--- src/rtl/led_chase_monitor_if.sv ---
// led_chase_monitor_if: bus between an LED chase source and its monitor.
//   en, led            : monitor enable and observed LED bus (source -> monitor)
//   pos, step_pulse    : one-hot index and per-step pulse (monitor -> source)
//   period, freq_code,
//   freq_valid, locked : measured step period, its decode and the lock flag
//   err_pulse, err_cnt : per-error pulse and saturating error count
interface led_chase_monitor_if;
  logic        en;
  logic [7:0]  led;
  logic [2:0]  pos;
  logic        step_pulse;
  logic [31:0] period;
  logic [1:0]  freq_code;
  logic        freq_valid;
  logic        locked;
  logic        err_pulse;
  logic [15:0] err_cnt;
  modport master (
    output en, led,
    input  pos, step_pulse, period, freq_code, freq_valid, locked, err_pulse, err_cnt
  );
  modport slave (
    input  en, led,
    output pos, step_pulse, period, freq_code, freq_valid, locked, err_pulse, err_cnt
  );
endinterface

--- src/rtl/led_chase_monitor.sv ---
// led_chase_monitor: measures and checks a one-hot rotating LED chase.
//   clk        : rising-edge clock
//   rst        : asynchronous active-high reset
//   bus        : led_chase_monitor_if.slave (en/led in, status out)
//   BASE_TICKS : step period in clk cycles for freq code 2'b00
//   LED_MON_ERRCNT_EN : when defined, err_cnt counts err_pulse (saturating);
//                       otherwise err_cnt is tied to zero
module led_chase_monitor #(
  parameter int unsigned BASE_TICKS = 10_000_000
) (
  input logic clk,
  input logic rst,
  led_chase_monitor_if.slave bus
);
  localparam logic [1:0] IDLE = 2'd0;
  localparam logic [1:0] SYNC = 2'd1;
  localparam logic [1:0] LOCK = 2'd2;
  localparam logic [31:0] B1  = 32'(BASE_TICKS);
  localparam logic [31:0] B2  = 32'(BASE_TICKS) * 32'd2;
  localparam logic [31:0] B5  = 32'(BASE_TICKS) * 32'd5;
  localparam logic [31:0] B10 = 32'(BASE_TICKS) * 32'd10;
  logic [1:0]  state, nxt;
  logic [7:0]  led_q;
  logic [31:0] cnt;
  logic [2:0]  idx;
  logic        chg, legal_val, legal_step, step, stall, err, dec_valid;
  logic [1:0]  dec_code;
  assign chg        = bus.led != led_q;
  assign legal_val  = bus.led != 8'h00 && (bus.led & (bus.led - 8'd1)) == 8'h00;
  assign legal_step = legal_val && (led_q == 8'h80 ? bus.led == 8'h01 : bus.led == led_q << 1);
  // a step arriving together with en falling is dropped
  assign step       = legal_step && bus.en;
  // cnt is the cycle count since the last change, so it is the candidate period
  assign stall      = !chg && {1'b0, cnt} > {1'b0, bus.period} + 33'd1;
  assign dec_valid  = cnt == B1 || cnt == B2 || cnt == B5 || cnt == B10;
  assign dec_code   = cnt == B2 ? 2'b01 : cnt == B5 ? 2'b10 : cnt == B10 ? 2'b11 : 2'b00;
  assign err        = bus.en && state != IDLE && (!legal_val || (chg && !legal_step) ||
                      (state == LOCK && ((step && cnt != bus.period) || stall)));
  assign bus.locked = state == LOCK;
  always_comb begin
    idx = 3'd0;
    for (int i = 0; i < 8; i++) idx = bus.led[i] ? 3'(i) : idx;
  end
  always_comb begin
    nxt = (!bus.en || err) ? IDLE : !step ? state : state == IDLE ? SYNC :
          (cnt == bus.period && dec_valid) ? LOCK : SYNC;
  end
  always_ff @(posedge clk or posedge rst) begin
    if (rst) begin
      state          <= IDLE;
      led_q          <= 8'h01;
      cnt            <= 32'd1;
      bus.pos        <= 3'd0;
      bus.period     <= 32'd0;
      bus.freq_code  <= 2'b00;
      bus.freq_valid <= 1'b0;
      bus.step_pulse <= 1'b0;
      bus.err_pulse  <= 1'b0;
    end else begin
      state          <= nxt;
      led_q          <= bus.led;
      cnt            <= chg ? 32'd1 : (&cnt ? cnt : cnt + 32'd1);
      bus.step_pulse <= step;
      bus.err_pulse  <= err;
      if (legal_val) bus.pos <= idx;
      if (step) begin
        bus.period     <= cnt;
        bus.freq_valid <= dec_valid;
        if (dec_valid) bus.freq_code <= dec_code;
      end
    end
  end
`ifdef LED_MON_ERRCNT_EN
  always_ff @(posedge clk or posedge rst) begin
    if (rst) bus.err_cnt <= 16'h0000;
    else if (err && !(&bus.err_cnt)) bus.err_cnt <= bus.err_cnt + 16'd1;
  end
`else
  assign bus.err_cnt = 16'h0000;
`endif
endmodule
--- src/flat_wrapper.sv ---
// flat-port wrapper written by rule: the top's interface ports become plain ports
module led_chase_monitor_flat 
#(
  parameter int unsigned BASE_TICKS = 10_000_000
)
  (clk, rst, bus_en, bus_led, bus_pos, bus_step_pulse, bus_period, bus_freq_code, bus_freq_valid, bus_locked, bus_err_pulse, bus_err_cnt);
  led_chase_monitor_if bus_i ();
  input logic clk;
  input logic rst;
  input wire logic [$bits(bus_i.en)-1:0] bus_en;
  input wire logic [$bits(bus_i.led)-1:0] bus_led;
  output wire logic [$bits(bus_i.pos)-1:0] bus_pos;
  output wire logic [$bits(bus_i.step_pulse)-1:0] bus_step_pulse;
  output wire logic [$bits(bus_i.period)-1:0] bus_period;
  output wire logic [$bits(bus_i.freq_code)-1:0] bus_freq_code;
  output wire logic [$bits(bus_i.freq_valid)-1:0] bus_freq_valid;
  output wire logic [$bits(bus_i.locked)-1:0] bus_locked;
  output wire logic [$bits(bus_i.err_pulse)-1:0] bus_err_pulse;
  output wire logic [$bits(bus_i.err_cnt)-1:0] bus_err_cnt;
  assign bus_i.en = bus_en;
  assign bus_i.led = bus_led;
  assign bus_pos = bus_i.pos;
  assign bus_step_pulse = bus_i.step_pulse;
  assign bus_period = bus_i.period;
  assign bus_freq_code = bus_i.freq_code;
  assign bus_freq_valid = bus_i.freq_valid;
  assign bus_locked = bus_i.locked;
  assign bus_err_pulse = bus_i.err_pulse;
  assign bus_err_cnt = bus_i.err_cnt;
  led_chase_monitor #(.BASE_TICKS(BASE_TICKS)) u_core (.clk(clk), .rst(rst), .bus(bus_i));
endmodule
--- config.mk ---
export PLATFORM = sky130hd
export DESIGN_NAME = led_chase_monitor_flat
export DESIGN_NICKNAME = d
export VERILOG_FILES = /design/src/rtl/led_chase_monitor_if.sv /design/src/rtl/led_chase_monitor.sv /design/src/flat_wrapper.sv
export SDC_FILE = /design/constraint.sdc
export NUM_CORES = 1
export LEC_CHECK = 0
export BUFFER_PORTS_ARGS = -buffer_cell sky130_fd_sc_hd__buf_2
export CAP_MARGIN = 5
export CORE_UTILIZATION = 60
export DETAILED_ROUTE_END_ITERATION = 8
export MAX_ROUTING_LAYER = met4
export PLACE_DENSITY = 0.93
export SYNTH_ARGS = -nofsm -noshare
export SYNTH_HDL_FRONTEND = slang
export SYNTH_SLANG_ARGS = --single-unit
--- constraint.sdc ---
create_clock -name clk -period 9.2 [get_ports clk]
set_input_delay 1.38 -clock clk [delete_from_list [all_inputs] [get_ports clk]]
set_output_delay 1.38 -clock clk [all_outputs]
set_load 0.005 [all_outputs]
* After elaboration in Yosys (flattened, before gate mapping)
Index checks and enable logic that the tools add are counted.
** Word-level totals
- Output and inout port bits :: 57
- Register bits after elaboration :: 82
- Input port bits :: 11
- Word-level logic and storage cells :: 71
** Cells by class
- $add $sub $neg :: 3
- Equal/unequal tests :: 12
- Mux-type cells :: 17
- Bitwise gates (word level) :: 1
- Reductions and logical operators :: 28
- $lt $le $gt $ge :: 1
** Operator list (number)
- $mux 32 :: 2
- $add 32x1->33 const B :: 1
- $gt 32x33->1 :: 1
- $add 32x1->32 const B :: 1
- $eq 32x24->1 const B :: 1
- $eq 32x25->1 const B :: 1
- $eq 32x26->1 const B :: 1
- $eq 32x27->1 const B :: 1
- $eq 32x32->1 :: 1
- $ne 32x32->1 :: 1
- $reduce_and 32->1 :: 1
- $mux 3 :: 6
- $mux 2 :: 7
- $logic_and 1x1->1 :: 10
- $and 8x8->8 :: 1
- $eq 8x1->1 const B :: 1
- $eq 8x8->1 :: 1
- $eq 8x8->1 const B :: 1
- $logic_not 8->1 :: 1
- $ne 8x8->1 :: 1
- $reduce_bool 8->1 :: 1
- $sub 8x1->8 const B :: 1
- $logic_or 1x1->1 :: 7
- $logic_not 1->1 :: 4
- other kinds (6) :: 8

* Depth between registers and ports, before layout
Gate-level depths: netlist of run 1.
- Word-level depth :: 13
- Mapped depth :: 16
- Gate-level depth less buffers :: 15

* Worst setup path after synthesis of run 1
Ideal clock, no wire load.
- Kind :: register to register
- Start :: register u_core.bus.period[2]
- End :: register u_core.state[0]
- Library setup time :: 0.136 ns
- Path buffers :: 1
- Stages on the path, launching flop included :: 17
- Clock period less this slack :: 3.434 ns
- Required time :: 9.064 ns
- Arrival time :: 3.297 ns
- Setup slack :: 5.766 ns
- Path through :: dfrtp_1 and3_1 nand3_1 nor2_1 and3_1 and2_1 clkbuf_1 nand3_1 xor2_1 ha_1 and4_1 nor4bb_1 nand3_1 o221ai_1 a41oi_1 a311oi_2 nor4b_2
** On the way
- Cells in the longest elaborated chain, start to end :: 9
- Elaborated cells on any way between the ends :: 17
- Those cells by class :: add/sub (1); order compare (1); eq/ne (2); mux (4); reduce/logical (9)
** Ends and longest elaborated chain
- start, declared :: line led_chase_monitor_if.sv:24 : output pos, step_pulse, period, freq_code, freq_valid, locked, err_pulse, err_cnt
- start signal, assigned :: line led_chase_monitor.sv:67 : bus.period <= cnt;
- $add 32x1->33 :: line led_chase_monitor.sv:34 : assign stall = !chg && {1'b0, cnt} > {1'b0, bus.period} + 33'd1;
- $gt 32x33->1 :: line led_chase_monitor.sv:34
- $logic_and 1x1->1 :: line led_chase_monitor.sv:34
- $logic_or 1x1->1 :: line led_chase_monitor.sv:38 : (state == LOCK && ((step && cnt != bus.period) || stall)));
- $logic_and 1x1->1 :: line led_chase_monitor.sv:38
- $logic_or 1x1->1 :: line led_chase_monitor.sv:37 : assign err = bus.en && state != IDLE && (!legal_val || (chg && !legal_step) ||
- $logic_and 1x1->1 :: line led_chase_monitor.sv:37
- $logic_or 1x1->1 :: line led_chase_monitor.sv:45 : nxt = (!bus.en || err) ? IDLE : !step ? state : state == IDLE ? SYNC :
- $mux 2 or $reduce_bool 2->1 (tied branches)
- end signal, assigned :: line led_chase_monitor.sv:60 : state <= nxt;
- end, declared :: line led_chase_monitor.sv:22 : logic [1:0] state, nxt;
Parallel ways exist; a longest one is shown, timed or not. The select of a mux whose other input is x is not followed.
A chain may end at the register's enable or synchronous reset.

* Final worst setup path of run 1
- Start :: register u_core.bus.period[2]
- End :: register u_core.state[1]
The elaborated chain is that of the path after synthesis.

==> results.json, run 1 <==
{
  "status": "complete, no violations",
  "place_area_sq_um": 6000,
  "syn_area_per_cell_sq_um": 9.55,
  "pin_count": 68,
  "synth_top_family_by_area": "simple AND/OR/NAND/NOR gates",
  "cts_max_level": 3,
  "wl_per_cell_microns": 19.2,
  "synthCells": 609,
  "fin_area_sq_um": 6200,
  "grt_pass1_wl_mm": 24.0,
  "critPathKind": "register to register",
  "arrival_ns": 4.42,
  "tightest_slew_ns": 1.20,
  "seq_area_frac_synth": 0.353,
  "cts_buffers": 9,
  "crit_fanout": 7,
  "coreArea_sq_um": 9330,
  "synth_xor_area_frac": 0.152,
  "p_leak_uw": 0.00301,
  "grt_remaining_overflow": 0,
  "start_kind": "register",
  "drc": 0,
  "synth_top_cell_by_area": "dfrtp_1",
  "drive_gt1_frac": 0.178,
  "syn_to_final_growth_pct": 6.65,
  "place_congestion": 0.978,
  "relSlewSlack": 0.197,
  "hold_viol_final": 0,
  "antenna_found_initial": 0,
  "synth_cell_types": 60,
  "synthAdderAreaFrac": 0.0753,
  "synth_most_common_cell": "xor2_1",
  "dp_hpwl_mm": 10.7,
  "ys_warn_count": 0,
  "hold_path_class": "register to register",
  "setup_slack_ns": 5.00,
  "ys_top_cells_by_count": "92 x xor2_1, 80 x dfrtp_1, 48 x nor2_1",
  "clock_latency_ns": 0.37,
  "drt-initial-drc-count": 362,
  "post-cts-setup-buffers": 0,
  "timing.final.crit_share": 0.456,
  "synth_area_leaders": "dfrtp_1 34%, xor2_1 14%, ha_1 7.5%",
  "post_cts_resized": 0,
  "drv_slew": 0,
  "drt_wl_total_mm": 14.8,
  "rows": 35,
  "p_total_uw": 679,
  "ys_async_sr_fraction": 1.00,
  "ir_drop_uv": 109,
  "netlist.area_leader.share": 0.344,
  "synth_compound_area_frac": 0.0725,
  "n_fill_cell": 711,
  "portBuffers": 51,
  "finalSetupViolCount": 0,
  "synth-edff-count": 0,
  "nets": 681,
  "syn_area_sq_um": 5820,
  "cap_violations": 0,
  "initial_core_util": 0.623,
  "max_freq_ghz": 0.238,
  "ant_nets": 0,
  "synth_seq_cells": 82,
  "synth_flop_cell": "dfrtp_1",
  "cts-root-buf": "clkbuf_8",
  "die_h_microns": 100,
  "grt_pass1_vias": 4775,
  "hold_buffers": 0,
  "post-place-ws_ns": 5.12,
  "fp.dieW_microns": 100,
  "clk_path_buf_depth": 2,
  "powerDensity_nw_per_um2": 110,
  "tns_ns": 0,
  "setup.worst_path.end_class": "register",
  "dieArea_sq_um": 10100,
  "clkTransAtPathRegs_ns": 0.10,
  "num_vias": 4869,
  "diodes": 0,
  "synthSimpleGateAreaFrac": 0.220,
  "clock-sinks": 82,
  "via_per_inst": 6.33,
  "grt_max_degree": 83,
  "rsz0062_at_grt": "no",
  "drt-pass1-iter-count": 6,
  "grt_use_total": 0.318,
  "cts_tree": "yes",
  "skew_ns": 0.0171,
  "muxShareOfSynthArea": 0.0650,
  "critPathRequiredTime_ns": 9.42,
  "fin_crit_ns": 4.20
}
## metrics by stage
stage | util | cells | hold slack [ns]
floorplan | - | 624 | 0.474
global placement | 0.643 | 753 | 0.461
detailed placement | 0.643 | 753 | 0.463
CTS | 0.665 | 769 | 0.484
global route | 0.665 | 769 | 0.493
finish | 0.665 | 769 | 0.486
## registers in the layout, summed over array words and instances, names as in the netlist
name	count
u_core.cnt	32
u_core.state	2
u_core.bus.pos	3
u_core.led_q	8
u_core.bus.freq_valid	1
u_core.bus.step_pulse	1
u_core.bus.err_pulse	1
u_core.bus.period	32
u_core.bus.freq_code	2
## critical path: stages (launching register included)
cell	delay [ns]
dfrtp_1	0.47
and3_1	0.21
nand3_1	0.11
nor2_1	0.26
and3_1	0.34
and2_1	0.32
nand3_1	0.13
xor2_1	0.16
ha_1	0.30
and4_1	0.22
nor4bb_1	0.46
nand3_1	0.20
o221ai_1	0.21
a41oi_1	0.08
a311oi_2	0.44
nor4b_2	0.12
## layout make-up
| class | count | area, sq um | share of cell area |
|---|---|---|---|
| clock buffers | 9 | 124 | 0.0200 |
| clock inverters | 7 | 76.3 | 0.0123 |
| inverters | 14 | 53.8 | 0.00867 |
| multi-input cells | 476 | 3470 | 0.559 |
| flip-flops and latches | 82 | 2050 | 0.331 |
| well taps | 129 | 161 | 0.0260 |
| repair buffers | 52 | 263 | 0.0424 |
## placed cells by master (no fill, tap or decap), types with 3 or more instances in the layout
| cell type | synthesis | routed |
|---|---|---|
| xor2_1 | 92 | 92 |
| dfrtp_1 | 80 | 80 |
| buf_2 | 13 | 51 |
| nor2_1 | 48 | 48 |
| nand2_1 | 36 | 36 |
| ha_1 | 35 | 35 |
| nand3_1 | 34 | 34 |
| mux2_2 | 30 | 30 |
| a21oi_1 | 24 | 24 |
| nand4_1 | 23 | 23 |
| nor4_1 | 17 | 17 |
| o21ai_0 | 17 | 17 |
| and3_1 | 16 | 16 |
| conb_1 | 1 | 16 |
| inv_1 | 14 | 13 |
| and4_1 | 11 | 11 |
| xnor2_1 | 9 | 9 |
| clkbuf_8 | 0 | 9 |
| or3_1 | 7 | 7 |
| nor3_1 | 4 | 4 |
| and2_1 | 3 | 3 |
| nand4b_1 | 3 | 3 |
| nand3b_1 | 3 | 3 |
| a211oi_1 | 3 | 3 |
| a31oi_1 | 3 | 3 |
| nor4b_1 | 3 | 3 |
| nand4bb_1 | 3 | 3 |
| nor4bb_1 | 3 | 3 |
## worst paths after layout
path	slack, ns	depth (start not counted)	from	to
worst max-delay path	5.00	15	u_core.bus.period[2]$_DFFE_PP0P_	u_core.state[1]$_DFFE_PP0P_
max in group asynchronous	7.20	3	rst	u_core.cnt[4]$_DFFE_PP0P_
worst min register to register	0.49	1	u_core.bus.freq_valid$_DFFE_PP0P_	u_core.bus.freq_valid$_DFFE_PP0P_
worst max register to register	5.00	15	u_core.bus.period[2]$_DFFE_PP0P_	u_core.state[1]$_DFFE_PP0P_
worst min-delay path	0.49	1	u_core.bus.freq_valid$_DFFE_PP0P_	u_core.bus.freq_valid$_DFFE_PP0P_
min in group asynchronous	1.30	3	rst	u_core.bus.period[26]$_DFFE_PP0P_
## logic make-up after synthesis
kind of cell             after synthesis
XOR/XNOR                             101
AND/OR/NAND/NOR                      225
flip-flops                            82
adder cells (fa/ha/maj)               35
other                                  1
multiplexers                          33
AO/OA/AOI/OAI                         66
buffers and inverters                 66
## power breakdown
| group | internal (uW) | switching [uW] | total (uW) |
|---|---|---|---|
| sequential | 366 | 4.58 | 371 |
| clock | 127 | 145 | 272 |
| combinational | 12.6 | 23.5 | 36.1 |
| total | 506 | 173 | 679 |
## metal layers
metal / track usage / share of wire / vias to the layer above
li1: - / - / 2189
met4: 0.144 / 0.034 / 0
met5: - / 0 / -
met3: 0.0416 / 0.070 / 53
met2: 0.499 / 0.49 / 265
met1: 0.414 / 0.41 / 2362
(Power assumes the default switching activity.)
==> run 2, diff against run 1 <==
clock period = 4.35 ns   (was 9.2 ns; I/O delays follow)
==> run 2 against run 1 <==
Effect of this change:
- power is 110% higher
- cell area up 0.10%
- cell count is 0.26% higher
- combinational power rose by 110%
- count of clock-buffer cells in the layout did not move
- routed wire length is 0.38% lower
- register-to-register slack lost 4.8 ns
- critical path depth unchanged
- first-iteration DRC count increased by 15%
- maximum frequency increased by 2.0%
- global-route usage is 0.17 points higher
- hold slack got worse by 0.085 ns
==> results.json, run 2 (synthesis gave the netlist of run 1 again) <==
{
  "portBuffers": 51,
  "dp_hpwl_mm": 10.7,
  "hold_path_class": "primary input to asynchronous set/reset pin",
  "hold_viol_final": 0,
  "syn_to_final_growth_pct": 6.76,
  "cp_top_family": "simple AND/OR/NAND/NOR gates",
  "final_cell_mix": "92 x xor2_1, 80 x dfrtp_1, 51 x buf_2",
  "clkTransAtPathRegs_ns": 0.09,
  "critPathSlowestCell": "dfrtp_1",
  "grt_use_total": 0.320,
  "ant_nets": 0,
  "timing.final.crit_share": 0.945,
  "relSlewSlack": 0.297,
  "cp_cell_sequence": "and4_1 > and2_1 > and4_1 > and3_1 > and4_1 > nand2_1 > xor2_1 > ha_1 > nand3_1 > nor4bb_1 > nand3_1 > o221ai_1 > a41oi_1 > a311oi_2 > nor4b_2",
  "powerDensity_nw_per_um2": 227,
  "drv_slew": 0,
  "drive_gt1_frac": 0.181,
  "fin_crit_ns": 4.11,
  "p_leak_uw": 0.00302,
  "pin_count": 68,
  "clk_path_buf_depth": 2,
  "top_regs": "u_core.bus.period (32), u_core.cnt (32), u_core.led_q (8)",
  "arrival_ns": 4.36,
  "cap_violations": 0,
  "setup.worst_path.end_class": "register",
  "crit_fanout": 8,
  "rows": 35,
  "dieArea_sq_um": 10100,
  "antenna_found_initial": 0,
  "drt-pass1-iter-count": 5,
  "cts_max_level": 3,
  "num_vias": 4839,
  "drt-initial-drc-count": 416,
  "tns_ns": 0,
  "cts-root-buf": "clkbuf_8",
  "via_per_inst": 6.28,
  "nets": 683,
  "wl_per_cell_microns": 19.1,
  "grt_remaining_overflow": 0,
  "place_congestion": 0.994,
  "ff2ff_setup_slack_ns": 0.24,
  "whs_ns": 0.400,
  "clock_latency_ns": 0.38,
  "critPathRequiredTime_ns": 4.60,
  "coreArea_sq_um": 9330,
  "grt_pass1_wl_mm": 24.0,
  "post-cts-setup-buffers": 0,
  "cp.buffers_inverters": 0,
  "max_stage_delay_ns": 0.54,
  "fp.dieW_microns": 100,
  "instances_no_fill": 771,
  "diodes": 0,
  "dp.cells": 755,
  "cts_buffers": 9,
  "regArea_sq_um": 2050,
  "crit_top_cell": "and4_1",
  "grt_max_degree": 50,
  "post_cts_resized": 0,
  "rsz0062_at_grt": "no",
  "hold_buffers": 0,
  "max_freq_ghz": 0.243,
  "initial_core_util": 0.623,
  "start_kind": "register",
  "cts_tree": "yes",
  "status": "complete, no violations",
  "p_total_uw": 1410,
  "layout_commonest_cell": "xor2_1",
  "die_h_microns": 100,
  "skew_ns": 0.0131,
  "tightest_slew_ns": 1.05,
  "multiInputGateArea_sq_um": 3470,
  "clock-sinks": 82,
  "drt_wl_total_mm": 14.7,
  "n_fill_cell": 693,
  "critPathKind": "register to register",
  "finalSetupViolCount": 0,
  "grt_pass1_vias": 4661,
  "ir_drop_uv": 164,
  "drc": 0
}
==> run 2: changes by cell type in the layout (fill, tap and decap cells not counted) <==
cell | before | now
inv_8 | 0 | 3
buf_4 | 1 | 3
bufinv_16 | 1 | 0
clkinvlp_4 | 2 | 1
clkinv_2 | 2 | 1
==> run 2: layout make-up <==
| type | instances | area share |
|---|---|---|
| timing repair buffer | 54 | 0.0447 |
| clock inverter | 7 | 0.0109 |
| sequential | 82 | 0.331 |
| inverter | 14 | 0.00867 |
| tap | 129 | 0.0260 |
| clock buffer | 9 | 0.0200 |
| multi-input combinational | 476 | 0.559 |
==> run 2: per-stage QoR <==
stage	util	setup slack [ns]	cell area (sq um)
after floorplan	-	0.916	5870
after global placement	0.645	0.524	6020
after detailed placement	0.645	0.362	6020
after CTS	0.666	0.322	6210
after global routing	0.666	0.0187	6210
final	0.666	0.237	6210
==> run 2: path summary, 6_finish.rpt <==
check | cells after the start | to | start
setup / recovery | 15 | u_core.state[1]$_DFFE_PP0P_ | u_core.bus.period[16]$_DFFE_PP0P_
hold / removal | 2 | u_core.bus.period[26]$_DFFE_PP0P_ | rst
setup reg to reg | 15 | u_core.state[1]$_DFFE_PP0P_ | u_core.bus.period[16]$_DFFE_PP0P_
hold reg to reg | 1 | u_core.bus.freq_valid$_DFFE_PP0P_ | u_core.bus.freq_valid$_DFFE_PP0P_
max in group asynchronous | 3 | u_core.cnt[11]$_DFFE_PP0P_ | rst
min in group clk | 1 | u_core.led_q[0]$_DFF_PP1_ | bus_led[0]
==> run 2: power breakdown <==
group	internal, uW	switching, uW	total (uW)
Sequential	775	9.44	785
Clock	224	327	551
Combinational	26.7	49.6	76.4
Total	1030	386	1410
==> run 2: layer usage <==
metal	part of all wire	global-route usage	up-vias
met4	0.034	0.149	0
met5	0	-	-
met3	0.063	0.0381	42
li1	-	-	2188
met1	0.43	0.414	2391
met2	0.47	0.504	218
==> run 3, diff against run 2 <==
CORE_UTILIZATION = 40   (was 60)
PLACE_DENSITY = 0.69   (was 0.93)
==> run 3 against run 2 <==
Effect of this change:
- cell count increased by 6.6%
- cell area increased by 2.9%
- non-clock buffer count unchanged
- via count decreased by 2.0%
- largest cell class unchanged
- critical endpoint unchanged
- global-route usage decreased by 10 points
- utilization decreased by 21 points
- sequential share of layout area decreased by 0.92 points
- routed wire length decreased by 0.26%
- critical path depth unchanged
- highest routed layer unchanged
==> results.json, run 3 (synthesis gave the netlist of run 1 again) <==
{
  "max_freq_ghz": 0.246,
  "drt-pass1-iter-count": 4,
  "tightest_slew_ns": 0.905,
  "powerDensity_nw_per_um2": 255,
  "pin_count": 68,
  "status": "complete, no violations",
  "hold_buffers": 0,
  "grt_use_total": 0.217,
  "nets": 683,
  "top_regs": "u_core.bus.period (32), u_core.cnt (32), u_core.led_q (8)",
  "post-place-ws_ns": 0.351,
  "skew_ns": 0.0133,
  "wl_per_cell_microns": 17.9,
  "cts-root-buf": "clkbuf_16",
  "clkTransAtPathRegs_ns": 0.07,
  "place_congestion": 0.919,
  "coreArea_sq_um": 14000,
  "relSlewSlack": 0.392,
  "fin_crit_ns": 4.07,
  "grt_pass1_wl_mm": 23.8,
  "grt_pass1_vias": 4541,
  "ant_nets": 0,
  "whs_ns": 0.398,
  "drc": 0,
  "cts_buffers": 9,
  "setup_slack_ns": 0.285,
  "cap_violations": 0,
  "p_leak_uw": 0.00306,
  "ir_drop_uv": 240,
  "arrival_ns": 4.29,
  "setup.worst_path.end_class": "register",
  "start_kind": "register",
  "critPathKind": "register to register",
  "portBuffers": 51,
  "dp.cells": 806,
  "via_per_inst": 5.77,
  "clock_latency_ns": 0.35,
  "hold_viol_final": 0,
  "drt_wl_total_mm": 14.7,
  "syn_to_final_growth_pct": 9.81,
  "die_h_microns": 123,
  "dp_hpwl_mm": 11.1,
  "diodes": 0,
  "grt_max_degree": 43,
  "clk_path_buf_depth": 2,
  "crit_fanout": 8,
  "layout_commonest_cell": "xor2_1",
  "critPathRequiredTime_ns": 4.57,
  "hold_path_class": "primary input to asynchronous set/reset pin",
  "fp.dieW_microns": 123,
  "initial_core_util": 0.414,
  "rows": 43,
  "grt_remaining_overflow": 0,
  "drive_gt1_frac": 0.179,
  "rsz0062_at_grt": "no",
  "finalSetupViolCount": 0,
  "cts_tree": "yes",
  "timing.final.crit_share": 0.935,
  "cts_max_level": 3,
  "dieArea_sq_um": 15000,
  "drt-initial-drc-count": 327,
  "final_cell_mix": "92 x xor2_1, 80 x dfrtp_1, 51 x buf_2",
  "instances_no_fill": 822,
  "clock-sinks": 82,
  "antenna_found_initial": 0,
  "num_vias": 4741,
  "tns_ns": 0,
  "drv_slew": 0
}
-- run 3: cell count changes in the layout (fill, tap and decap cells not counted), sizes merged --
cell	before	now
bufinv	0	1
clkbuf	9	12
clkinv	2	1
clkinvlp	1	3
inv	18	13
-- run 3: repair_timing --
| action | in CTS | in global routing |
|---|---|---|
| setup endpoints to repair | 0 | 3 |
| setup buffers | 0 | 0 |
| gates resized for setup | 0 | 1 |
| endpoints found under the hold margin | 0 | 0 |
-- run 3: cell type report --
type                            instances  area, sq um
Clock inverter                          4         52.6
Multi-Input combinational cell        476         3480
Fill cell                            1314         7660
Sequential cell                        82         2050
Clock buffer                           12          246
Inverter                               14         53.8
Timing Repair Buffer                   54          278
Tap cell                              180          225
-- run 3: final timing paths --
path	from	end	slack [ns]	cells past startpoint
max	u_core.bus.period[16]$_DFFE_PP0P_	u_core.state[1]$_DFFE_PP0P_	0.28	15
min	rst	u_core.bus.period[29]$_DFFE_PP0P_	0.40	2
min in group clk	bus_led[0]	u_core.led_q[0]$_DFF_PP1_	0.48	1
max reg2reg	u_core.bus.period[16]$_DFFE_PP0P_	u_core.state[1]$_DFFE_PP0P_	0.28	15
max in group asynchronous	rst	u_core.bus.period[11]$_DFFE_PP0P_	2.94	3
min reg2reg	u_core.bus.freq_valid$_DFFE_PP0P_	u_core.bus.freq_valid$_DFFE_PP0P_	0.49	1
-- run 3: routing by layer --
layer,vias to the layer above,share of wire,global-route usage
met5,-,0,-
met2,160,0.48,0.334
li1,2199,-,-
met4,0,0.029,0.0884
met1,2353,0.44,0.277
met3,29,0.057,0.0441
-- run 3: metrics by stage --
stage	total power, uW	area [sq um]	util
6_report	1630	6390	0.455
3_3_place_gp	874	6080	0.433
2_1_floorplan	858	5870	-
3_5_place_dp	878	6080	0.433
5_1_grt	1700	6390	0.455
4_1_cts	1650	6380	0.454
-- run 3: critical path, stage by stage, from the launching register on --
cell,delay [ns]
dfrtp_1,0.52
and4_1,0.30
and2_1,0.22
and4_1,0.25
and3_1,0.20
and4_1,0.26
nand2_1,0.08
xor2_1,0.15
ha_1,0.33
nand3_1,0.14
nor4bb_2,0.47
nand3_1,0.19
o221ai_1,0.18
a41oi_1,0.08
a311oi_2,0.45
nor4b_2,0.10
-- run 3: report_power, final --
group	internal [uW]	switching, uW
logic	26.7	49.6
clock network	460	309
registers	776	9.68
